`src/rtl/interval_timer_ctrl.sv`:
```
// interval_timer_ctrl
//   Sequencer for an external up-counter that produces a train of equal
//   periods. On start it latches a preload value P and a repetition count.
//   It loads the counter once, then lets it count up to all ones. Each
//   terminal count produces a tick. The counter is reloaded for the next
//   repetition, or the sequence finishes with a done pulse.
//   A repetition count of 0 runs until stop.
//
// Parameters
//   CNT_W      width of the external counter, period_in and ctr_in
//   REP_W      width of reps_in and rep_left
//
// Ports
//   clk        rising-edge clock
//   rst        asynchronous active-low reset
//   start      begin a sequence (honoured in IDLE only)
//   stop       abort the sequence from LOAD or RUN
//   pause      freeze counting while in RUN
//   period_in  preload value P
//   reps_in    number of periods, 0 = continuous
//   tcount     terminal-count flag from the counter (count is all ones)
//   ctr_in     preload value driven to the counter
//   ctr_ld     counter load enable
//   ctr_cnt    counter count enable
//   busy       high in LOAD and RUN
//   tick       one-cycle pulse after each completed period
//   done       one-cycle pulse on normal completion
//   rep_left   repetitions still to run
module interval_timer_ctrl #(
  parameter int CNT_W = 4,
  parameter int REP_W = 4
) (
  input  logic             clk,
  input  logic             rst,
  input  logic             start,
  input  logic             stop,
  input  logic             pause,
  input  logic [CNT_W-1:0] period_in,
  input  logic [REP_W-1:0] reps_in,
  input  logic             tcount,
  output logic [CNT_W-1:0] ctr_in,
  output logic             ctr_ld,
  output logic             ctr_cnt,
  output logic             busy,
  output logic             tick,
  output logic             done,
  output logic [REP_W-1:0] rep_left
);

  typedef enum logic [1:0] {
    IDLE = 2'd0,
    LOAD = 2'd1,
    RUN  = 2'd2,
    DONE = 2'd3
  } state_t;

  state_t           state_q, state_d;
  logic [CNT_W-1:0] ctr_in_q, ctr_in_d;
  logic [REP_W-1:0] rep_left_q, rep_left_d;
  logic             tick_q, tick_d;

  // State registers. Reset is asynchronous, so every output derived from
  // these registers drops without waiting for a clock edge.
  always_ff @(posedge clk or negedge rst) begin
    if (!rst) begin
      state_q    <= IDLE;
      ctr_in_q   <= '0;
      rep_left_q <= '0;
      tick_q     <= 1'b0;
    end else begin
      state_q    <= state_d;
      ctr_in_q   <= ctr_in_d;
      rep_left_q <= rep_left_d;
      tick_q     <= tick_d;
    end
  end

  // Next-state and counter-control logic.
  // In RUN, rep_left can only be 0 when the sequence was started with
  // reps_in = 0, because the last finite repetition leaves RUN as it
  // clears rep_left. This makes rep_left = 0 the continuous-mode flag.
  // The tick is registered, so it appears in the cycle after the terminal
  // count. On the last repetition that cycle is DONE, which makes the
  // final tick and done coincide.
  always_comb begin
    state_d    = state_q;
    ctr_in_d   = ctr_in_q;
    rep_left_d = rep_left_q;
    tick_d     = 1'b0;
    ctr_ld     = 1'b0;
    ctr_cnt    = 1'b0;

    unique case (state_q)
      IDLE: begin
        if (start) begin
          ctr_in_d   = period_in;
          rep_left_d = reps_in;
          state_d    = LOAD;
        end
      end

      LOAD: begin
        if (stop) begin
          state_d = IDLE;
        end else begin
          ctr_ld  = 1'b1;
          state_d = RUN;
        end
      end

      RUN: begin
        if (stop) begin
          state_d = IDLE;
        end else if (pause) begin
          state_d = RUN;
        end else if (!tcount) begin
          ctr_cnt = 1'b1;
        end else begin
          tick_d = 1'b1;
          if (rep_left_q == '0) begin
            ctr_ld = 1'b1;
          end else if (rep_left_q > REP_W'(1)) begin
            ctr_ld     = 1'b1;
            rep_left_d = rep_left_q - REP_W'(1);
          end else begin
            rep_left_d = '0;
            state_d    = DONE;
          end
        end
      end

      DONE: begin
        state_d = IDLE;
      end

      default: begin
        state_d = IDLE;
      end
    endcase
  end

  assign ctr_in   = ctr_in_q;
  assign rep_left = rep_left_q;
  assign tick     = tick_q;
  assign done     = (state_q == DONE);
  assign busy     = (state_q == LOAD) || (state_q == RUN);

endmodule

```
`config.mk`:
```
export PLATFORM = sky130hd
export DESIGN_NAME = interval_timer_ctrl
export DESIGN_NICKNAME = d
export VERILOG_FILES = /design/src/rtl/interval_timer_ctrl.sv
export SDC_FILE = /design/constraint.sdc
export NUM_CORES = 1
export LEC_CHECK = 0
export ABC_CLOCK_PERIOD_IN_PS = 4700
export CELL_PAD_IN_SITES_DETAIL_PLACEMENT = 1
export CELL_PAD_IN_SITES_GLOBAL_PLACEMENT = 2
export CORE_MARGIN = 5
export CORE_UTILIZATION = 27
export DETAILED_ROUTE_END_ITERATION = 6
export PLACE_DENSITY_LB_ADDON = 0.1
export SETUP_SLACK_MARGIN = 0.05
export SLEW_MARGIN = 20
export SYNTH_ARGS = -nofsm -noshare
export SYNTH_HDL_FRONTEND = slang
export SYNTH_SLANG_ARGS = --single-unit
```
`constraint.sdc`:
```
create_clock -name clk -period 4.7 [get_ports clk]
set_clock_uncertainty 0.15 [all_clocks]
set_input_delay 0.705 -clock clk [delete_from_list [all_inputs] [get_ports clk]]
set_output_delay 0.705 -clock clk [all_outputs]
set_load 0.01 [all_outputs]
```
Word-level counts from Yosys, hierarchy flattened
Cells that the tools add are included.
{"block": "word_totals", "regBits": 11, "in_bits": 14, "elab_cells": 54}
{"block": "classes", "add_sub_neg": 1, "order_cmp": 1, "n_eq_ne": 11, "mux": 30, "reduce_logical": 7}
{"operator": "4-bit two-way mux", "n": 6}
{"operator": "1-bit two-way mux", "n": 14}
{"operator": "2-bit two-way mux", "n": 7}
{"operator": "4-bit inequality test, second input constant", "n": 3}
{"operator": "2-bit inequality test, second input constant", "n": 5}
{"operator": "2-bit case mux with 4 select lines", "n": 1}
{"operator": "4-bit case mux with 2 select lines", "n": 1}
{"operator": "6-bit AND reduction", "n": 1}
{"operator": "2-bit == test, second input constant", "n": 2}
{"operator": "4-bit by 1-bit > comparator with 1-bit output, second input constant", "n": 1}
{"operator": "4-bit zero test", "n": 1}
{"operator": "4-bit AND reduction", "n": 1}
{"operator": "4-bit by 1-bit subtractor with 4-bit output, second input constant", "n": 1}
{"operator": "2-bit by 1-bit == test with 1-bit output, second input constant", "n": 1}
{"operator": "2-bit zero test", "n": 1}
{"operator": "1-bit case mux with 2 select lines", "n": 1}
{"operator": "2-bit AND reduction", "n": 1}
{"operator": "2-bit nonzero test", "n": 1}
{"operator": "1-bit logical OR", "n": 1}

Longest topological paths before layout
Gate-level depths: netlist of the first run.
{"block": "depth", "depth_word": 7, "ltp_mapped": 6, "mapped_depth_nobuf": 6}

Worst setup path before layout of the first run
No wires, ideal clock.
{"block": "synth_path", "path_kind": "reg2out", "startpoint": "register state_q[0]", "endpoint": "output ctr_ld", "t_arrival_ns": 1.485, "t_required_ns": 3.845, "path_slack_ns": 2.360, "stages_incl_launch_ff": 7, "n_path_buf": 0, "cell_sequence": "dfrtp_1 inv_1 ha_1 nor3b_4 and2_1 o31ai_1 a21boi_0"}
{"block": "synth_via", "elab_chain_len": 2}
{"element": "start, declared", "line_no": "57", "rtl": "state_t state_q, state_d;"}
{"element": "start signal, assigned", "line_no": "71", "rtl": "state_q <= state_d;"}
{"element": "2-bit == test or 2-bit by 1-bit == test with 1-bit output (tied branches)", "line_no": "93", "rtl": "unique case (state_q)"}
{"element": "1-bit case mux with 2 select lines (*)", "line_no": "93"}
{"element": "end, declared", "line_no": "42", "rtl": "output logic ctr_ld,"}
Every way passes the cells marked *; elsewhere a longest branch is shown, timed or not.

Final worst setup path of the first run
{"block": "layout_path", "startpoint": "input stop", "endpoint": "output ctr_ld"}
{"block": "layout_via", "elab_chain_len": 2}
{"element": "start, declared", "line_no": "36", "rtl": "input logic stop,"}
{"element": "1-bit two-way mux, on equally long branches", "line_no": "112, 103"}
{"element": "1-bit case mux with 2 select lines (*)", "line_no": "93"}
Marks and branches as above.

==> results of run 1 <==
## cells by family (layout without fill, tap and decap cells)
family / count (synthesis) / after routing
simple gates: 19 / 19
compound gates: 16 / 16
flops: 11 / 11
buf+inv: 8 / 38
fa+ha+maj: 7 / 7
mux: 6 / 6
## routing by layer
metal / up-vias / wire, um / track usage / share of wire
li1: 298 / - / - / -
met1: 298 / 721 / 0.124 / 0.40
met2: 14 / 999 / 0.186 / 0.55
met3: 0 / 84 / 0.0398 / 0.047
met4: 0 / 0 / 0.0186 / 0
met5: - / 0 / 0 / 0
## power breakdown
group / internal (mW) / switching [mW] / total, mW / leakage (nW)
registers: 0.138 / 0.0383 / 0.176 / 0.134
logic: 0.188 / 0.156 / 0.343 / 0.299
clock network: 0.0328 / 0.0319 / 0.0648 / 0.0150
## per-stage QoR
step                instances  power [mW]
floorplan                  67       0.371
global placement          123       0.527
detailed placement        123       0.528
CTS                       127       0.598
global route              127       0.638
finish                    127       0.584
## placed cells by master (no fill, tap or decap), drive strengths merged, types with 2 or more instances in the layout
master | netlist | routed
clkdlybuf4s50 | 0 | 26
dfrtp | 11 | 11
inv | 8 | 8
ha | 7 | 7
mux2 | 5 | 5
nor2 | 4 | 4
nand2 | 4 | 4
o21ai | 4 | 4
clkbuf | 0 | 4
and2 | 2 | 2
nor3 | 2 | 2
a21oi | 2 | 2
nand2b | 2 | 2
## worst max-delay path by stage
stage | startpoint | to | slack, ns | depth (start not counted)
global placement | stop | ctr_ld | 1.45 | 6
global route | state_q[0] | ctr_ld | 1.22 | 7
CTS | state_q[0] | ctr_ld | 1.37 | 7
floorplan | state_q[0] | ctr_ld | 2.36 | 6
detailed placement | stop | ctr_ld | 1.38 | 6
finish | stop | ctr_ld | 1.40 | 6
## area by class of cell
class,instances,area share
clock buffer,4,0.0255
timing repair buffer,26,0.253
tap,30,0.0365
sequential,11,0.268
multi-input combinational,48,0.388
inverter,8,0.0292
## state kept, by name (all words and copies together) (netlist names)
register	count
state_q	2
rep_left	4
ctr_in	4
tick	1
## worst max-delay path: stages
cell and delay, ns:
clkdlybuf4s50_1 0.47, nor3b_4 0.27, and2_1 0.18, o31ai_1 0.08, a21boi_0 0.18, clkdlybuf4s50_1 0.57
==> run summary, run 1 <==
After synthesis, the mean cell area works out to 10.5 um^2. The final period utilization is 0.702. By startpoint and endpoint, the worst setup path is classified as in2out.

The analysis attributes to cell leakage a power of 0.448 nW. The synthesized design spends more area on one cell type than any other, namely dfrtp_1. After synthesis, the cell types taking the most area are dfrtp_1, ha_1, mux2_2.

The number of enable flip-flop cells after synthesis is 0, and the total standard cell area after synthesis is 704 um^2. Setup violations remaining at the end of the flow were counted as 0. Clock latency on the worst-skew pair, taken at its later pin, is 0.27 ns. The first global-routing pass estimated 2930 um of wire. The largest family of logic cells by synthesized area is simple AND/OR/NAND/NOR gates. The number of antenna violations at the first check in global routing came out at 0. After routing the design area is 0.00103 mm^2. For the total count of hold-check failures in the final report, the log shows 0. Adder-cell area share of the yosys netlist: 0.124. After detailed routing, the average wire length per cell comes to 14.2 um. The top achievable clock speed came out at 0.303 GHz. The final period demand of the worst path was 3.30 ns; the maximum number of pins on one net before global-route repair was 12. The logs give 88 for the net count after synthesis and 0 for the max-slew violation count. The run gives 1 as the CTS H-tree depth. The master cell of the clock root buffer was clkbuf_4.

The die is 61.1 um tall. After clock tree synthesis, the clock-pin slew on the worst setup and hold paths is 0.07 ns. The routed layout has 610 vias. By count the netlist is led by dfrtp_1, inv_1, ha_1. The die span in x works out to 61.1 um.

The via count of the first global-routing pass was 678; the flop-to-flop setup slack was 2.56 ns. The run gives 0.358 ns as the smallest hold slack. In this run the power density over the cells is 568 mW/mm^2. The count of different cell masters after synthesis is 29, and the synthesized flop and latch total is 11. The standard-cell row count is 18. Share of final-layout standard cells stronger than drive strength 1: 0.124. The logs give 0.391 for the sequential fraction of the synthesis area and 7 for the initial detailed-routing violation count. Post-synthesis cell count: 67. In this run the worst path has a maximum fanout of 5.

STA classifies the critical path startpoint as a primary input. The hold-critical path depth was 1. After legalization and detailed placement, the total HPWL measured 1500 um.

The run finished with clean final reports. Data on the critical path is required at its endpoint by 3.85 ns. For this design, the CTS-stage hold fixing added 0 buffers. For this block, the routed nets add up to 1810 um of wire. Buffers placed on the I/O ports in this run total 26.

The reg-to-reg startpoint is rep_left[0]. No sink is reached through more buffers than the 2 on the longest clock path. For the pin with the worst max-slew slack, the measured transition is 0.504 ns. Fraction of synthesized cell area in xor and xnor cells: 0.

The worst slew slack as a fraction of its limit came out at 0.663. The worst setup path is captured at an output port. Setup repair after global routing left no endpoint under its margin. The number of ports placed on the die boundary was 27.

TritonCTS built the clock tree. Counting cells, the worst reg-to-reg path comes to 6. Once detail routing completed, the nets flagged for antenna violations numbered 0.

The final critical-path setup slack was 1.40 ns. The tools report the worst vdd rail ir drop as 0.000284 V. The starting utilization of the core area is 0.284. The min-delay analysis places its worst path in the category reg2reg. The area added between synthesis and finish was 46.0%. The worst flop-to-flop path endpoint is rep_left[1]. The final layout contains 119 nets.

Data arrives at the worst endpoint at 2.45 ns. In the final timing run, aggregate negative setup slack is 0 ns. The proportion of synthesized area in mux cells works out to 0.0995. For hold timing, the worst endpoint is ctr_in[1]. The number of gates resized after CTS was 0.

The fraction of the mapped netlist area in compound gates works out to 0.171. After filler insertion, the fill cell instance count of the layout stands at 296. Summing all flip-flop and latch instances after layout gives 275 um^2.

The startpoint identified for the worst hold timing path is ctr_in[1]. Yosys instantiated no cell more often than dfrtp_1. The proportion of netlist area held by the largest area contributor was 0.391.

The count of maximum capacitance violations came out at 0. For this run, design rule violations remaining after detail routing come to 0. The share of synthesized flip-flops with an asynchronous set or reset was 1.00. The all-layer global routing usage came out at 0.106. Using the TritonRoute via totals, the vias-per-cell ratio works out to 4.80. The routability congestion estimate from global placement is 0.625. The total die area was 0.00373 mm^2; the area of the core was 0.00248 mm^2. The end-of-flow core utilization was 0.415; the clock net sink count was 11.

The simple-gate area share of the yosys netlist works out to 0.172. In the final layout, the multi-input gates occupy 399 um^2. For the number of CTS-inserted buffers, the log shows 3. Global routing finished with a remaining overflow of 0. The logs give 0 for the number of warnings issued by yosys and 0.00100 mm^2 for the standard cell area after detailed placement.

The number of iterations in the first detailed-routing pass was 2. The total setup buffers inserted after CTS is 0, and the antenna diode count is 0. The run gives 1.38 ns as the worst slack at placement. The most used flip-flop cell after synthesis is dfrtp_1.
Note: power is estimated with default switching activity, not from simulation.
==> run 2, diff against run 1 <==
--- a/config.mk
+++ b/config.mk
@@ -5,11 +5,11 @@
 export SDC_FILE = /design/constraint.sdc
 export NUM_CORES = 1
 export LEC_CHECK = 0
-export ABC_CLOCK_PERIOD_IN_PS = 4700
+export ABC_CLOCK_PERIOD_IN_PS = 2900
 export CELL_PAD_IN_SITES_DETAIL_PLACEMENT = 1
 export CELL_PAD_IN_SITES_GLOBAL_PLACEMENT = 2
 export CORE_MARGIN = 5
-export CORE_UTILIZATION = 27
+export CORE_UTILIZATION = 23
 export DETAILED_ROUTE_END_ITERATION = 6
 export PLACE_DENSITY_LB_ADDON = 0.1
 export SETUP_SLACK_MARGIN = 0.05
==> constraint.sdc (replaced) <==
create_clock -name clk -period 2.9 [get_ports clk]
set_clock_uncertainty 0.15 [all_clocks]
set_input_delay 0.435 -clock clk [delete_from_list [all_inputs] [get_ports clk]]
set_output_delay 0.435 -clock clk [all_outputs]
set_load 0.01 [all_outputs]
==> run summary, run 2 (synthesis results as in run 1) <==
For the worst slew slack as a fraction of its limit, the log shows 0.652 (was 0.663). The power density of the placed cells is 912 mW/mm^2 (was 568 mW/mm^2), and the number of hold buffers added after cts is 0 (unchanged). The run finished with clean final reports. The die span in x works out to 65.3 um (was 61.1 um).

The worst vdd rail ir drop is 0.000373 V (was 0.000284 V). The switching share of power is 0.391 (was 0.387), and the internal power contribution is 583 uW (was 358 uW). Setup repair after global routing left no endpoint under its margin. The logs give 0.182 ns (was 1.38 ns) for the worst slack at placement and 0.00105 mm^2 (was 0.00103 mm^2) for the final standard cell area without fillers.

The tools report the clock net sink count as 11 (unchanged). Standard cell area after detailed placement: 0.00102 mm^2 (was 0.00100 mm^2). The worst-case clock buffer depth is 2 (unchanged). Routed wirelength normalized by instance count: 14.9 um (was 14.2 um). The arrival time of data at the critical path endpoint was 1.95 ns (was 2.45 ns). Share of final-layout standard cells stronger than drive strength 1: 0.141 (was 0.124). The max-slew violation count came out at 0 (unchanged). The sum of negative setup slack came out at 0 ns (unchanged). The post-CTS clock slew at the launch and capture registers of the worst setup and hold paths is 0.07 ns (about the same), and the overall routed net length is 1970 um (was 1810 um).

The register area is 275 um^2 (unchanged), and the combinational power share is 0.590 (was 0.588). The static leakage was 0.476 nW (was 0.448 nW). Master cell of the clock root buffer: clkbuf_4 (unchanged).

The tools report the number of ports placed on the die boundary as 27 (unchanged). The area added between synthesis and finish is 49.0% (was 46.0%), and the area of combinational cells with multiple inputs is 399 um^2 (unchanged). For the filler cell count, the log shows 350 (was 296).

The worst path in the final design needs a cycle of 2.54 ns, including I/O delays and setup. Initial detailed-routing violation count: 14 (was 7). The run gives 958 uW (was 584 uW) as the total power consumption of the routed design.

The via total after detailed routing was 625 (was 610). The end-of-flow core utilization is 0.350 (was 0.415). The number of antenna violations at the first check in global routing came out at 0 (unchanged). The net switching power of the design is 374 uW (was 226 uW), and the number of iterations in the first detailed-routing pass is 3 (was 2).

The post-detailed-placement half-perimeter wirelength is 1650 um (was 1500 um), and the antenna violation net count after detailed routing is 0 (unchanged). The leading cell type in the layout, fill and taps excluded was clkdlybuf4s50_1 (unchanged). Total count of hold-check failures in the final report: 0 (unchanged). The critical path startpoint category was a flop (was a primary input). Register share of total power: 0.300 (was 0.301). The worst-margin pin slew is 0.521 ns (was 0.504 ns), and the number of I/O port buffers is 26 (unchanged).

The run gives 0.00300 mm^2 (was 0.00248 mm^2) as the area of the core. The maximum number of pins on one net before global-route repair is 12 (unchanged), and the height of the die is 65.3 um (was 61.1 um). The total setup violations reported at the end of the flow is 0 (unchanged). The via count of the first global-routing pass came out at 691 (was 678). For the antenna diode count, the log shows 0 (unchanged). TritonCTS built the clock tree. The tools report the final critical-path setup slack as 0.363 ns (was 1.40 ns).

For the overall overflow remaining after global route, the log shows 0 (unchanged). The logs give 20 (was 18) for the standard-cell row count and 3 (unchanged) for the number of CTS-inserted buffers. The run gives 0.00427 mm^2 (was 0.00373 mm^2) as the total die area. Most frequent cells in the layout: clkdlybuf4s50_1, dfrtp_1, inv_1 (unchanged). The kind of end point of the critical path is an output port (unchanged). The tools report the clock share of power as 0.110 (was 0.111).

The number of resized instances in the post-cts repair step is 0 (unchanged). The logs give 0 (unchanged) for the count of maximum capacitance violations and 3370 um (was 2930 um) for the wire length of the first global-routing pass. The tools report the clock latency reported for the late side of the worst-skew pair as 0.26 ns (was 0.27 ns). For the DRC violation count after routing, the log shows 0 (unchanged). The largest fanout of any net on the critical path came out at 4 (was 5). Routability congestion estimate from global placement: 0.760 (was 0.625). The CTS H-tree depth was 1 (unchanged).

The start-to-end type of the worst setup path was reg2out (was in2out). Average via count per standard cell: 4.73 (was 4.80). The all-layer global routing usage was 0.103 (was 0.106). The total setup buffers inserted after CTS was 0 (unchanged).

The final period utilization was 0.875. The worst hold-check path type is in2async (was reg2reg). Starting utilization of the core area: 0.235 (was 0.284). The top achievable clock speed came out at 0.394 GHz. The tools report the post-layout net count as 121 (was 119).

The tools report the data required time of the critical path as 2.32 ns (was 3.85 ns).
-- run 2: cell types whose count changed in the layout (fill, tap and decap cells not counted), sizes merged --
cell | previous run | this run
dlymetal6s2s | 0 | 1
clkdlybuf4s50 | 26 | 25
buf | 0 | 2
-- run 2: area by class of cell --
type / count / share of cell area
clock buffer: 4 / 0.0250
inverter: 8 / 0.0286
multi-input combinational: 48 / 0.380
sequential: 11 / 0.262
tap: 33 / 0.0393
timing repair buffer: 28 / 0.265
-- run 2: metrics by stage --
step	std cells	hold slack, ns
5_1_grt	132	0.390
3_3_place_gp	128	0.337
3_5_place_dp	128	0.352
4_1_cts	132	0.370
2_1_floorplan	67	-0.0106
6_report	132	0.361
-- run 2: power groups by stage --
stage,sequential [mW],combinational [mW],clock [mW]
finish,0.287,0.565,0.105
global route,0.302,0.622,0.120
CTS,0.291,0.581,0.112
detailed placement,0.293,0.574,0
global placement,0.291,0.575,0
floorplan,0.304,0.298,0
-- run 2: worst max-delay path: stages, from the launching register on --
cell and delay, ns:
dfrtp_1 0.40, inv_1 0.11, ha_1 0.18, nor3b_4 0.19, buf_4 0.15, and2_1 0.12, clkdlybuf4s50_1 0.52
-- run 2: path summary, 6_finish.rpt --
kind | from | end | slack, ns | cells past startpoint
min in group clk | ctr_in[0] | ctr_in[0] | 0.36 | 1
hold reg to reg | ctr_in[0] | ctr_in[0] | 0.36 | 1
hold / removal | rst | ctr_in[3] | 0.36 | 1
setup / recovery | state_q[0] | ctr_cnt | 0.36 | 6
setup reg to reg | rep_left[0] | rep_left[1] | 0.71 | 6
max in group asynchronous | rst | tick | 1.89 | 1
-- run 2: layer usage --
layer | vias to the layer above | track usage | wire (um)
li1 | 303 | - | -
met1 | 306 | 0.123 | 878
met2 | 14 | 0.181 | 1020
met3 | 2 | 0.0274 | 48
met4 | 0 | 0.0311 | 23
met5 | - | 0 | 0
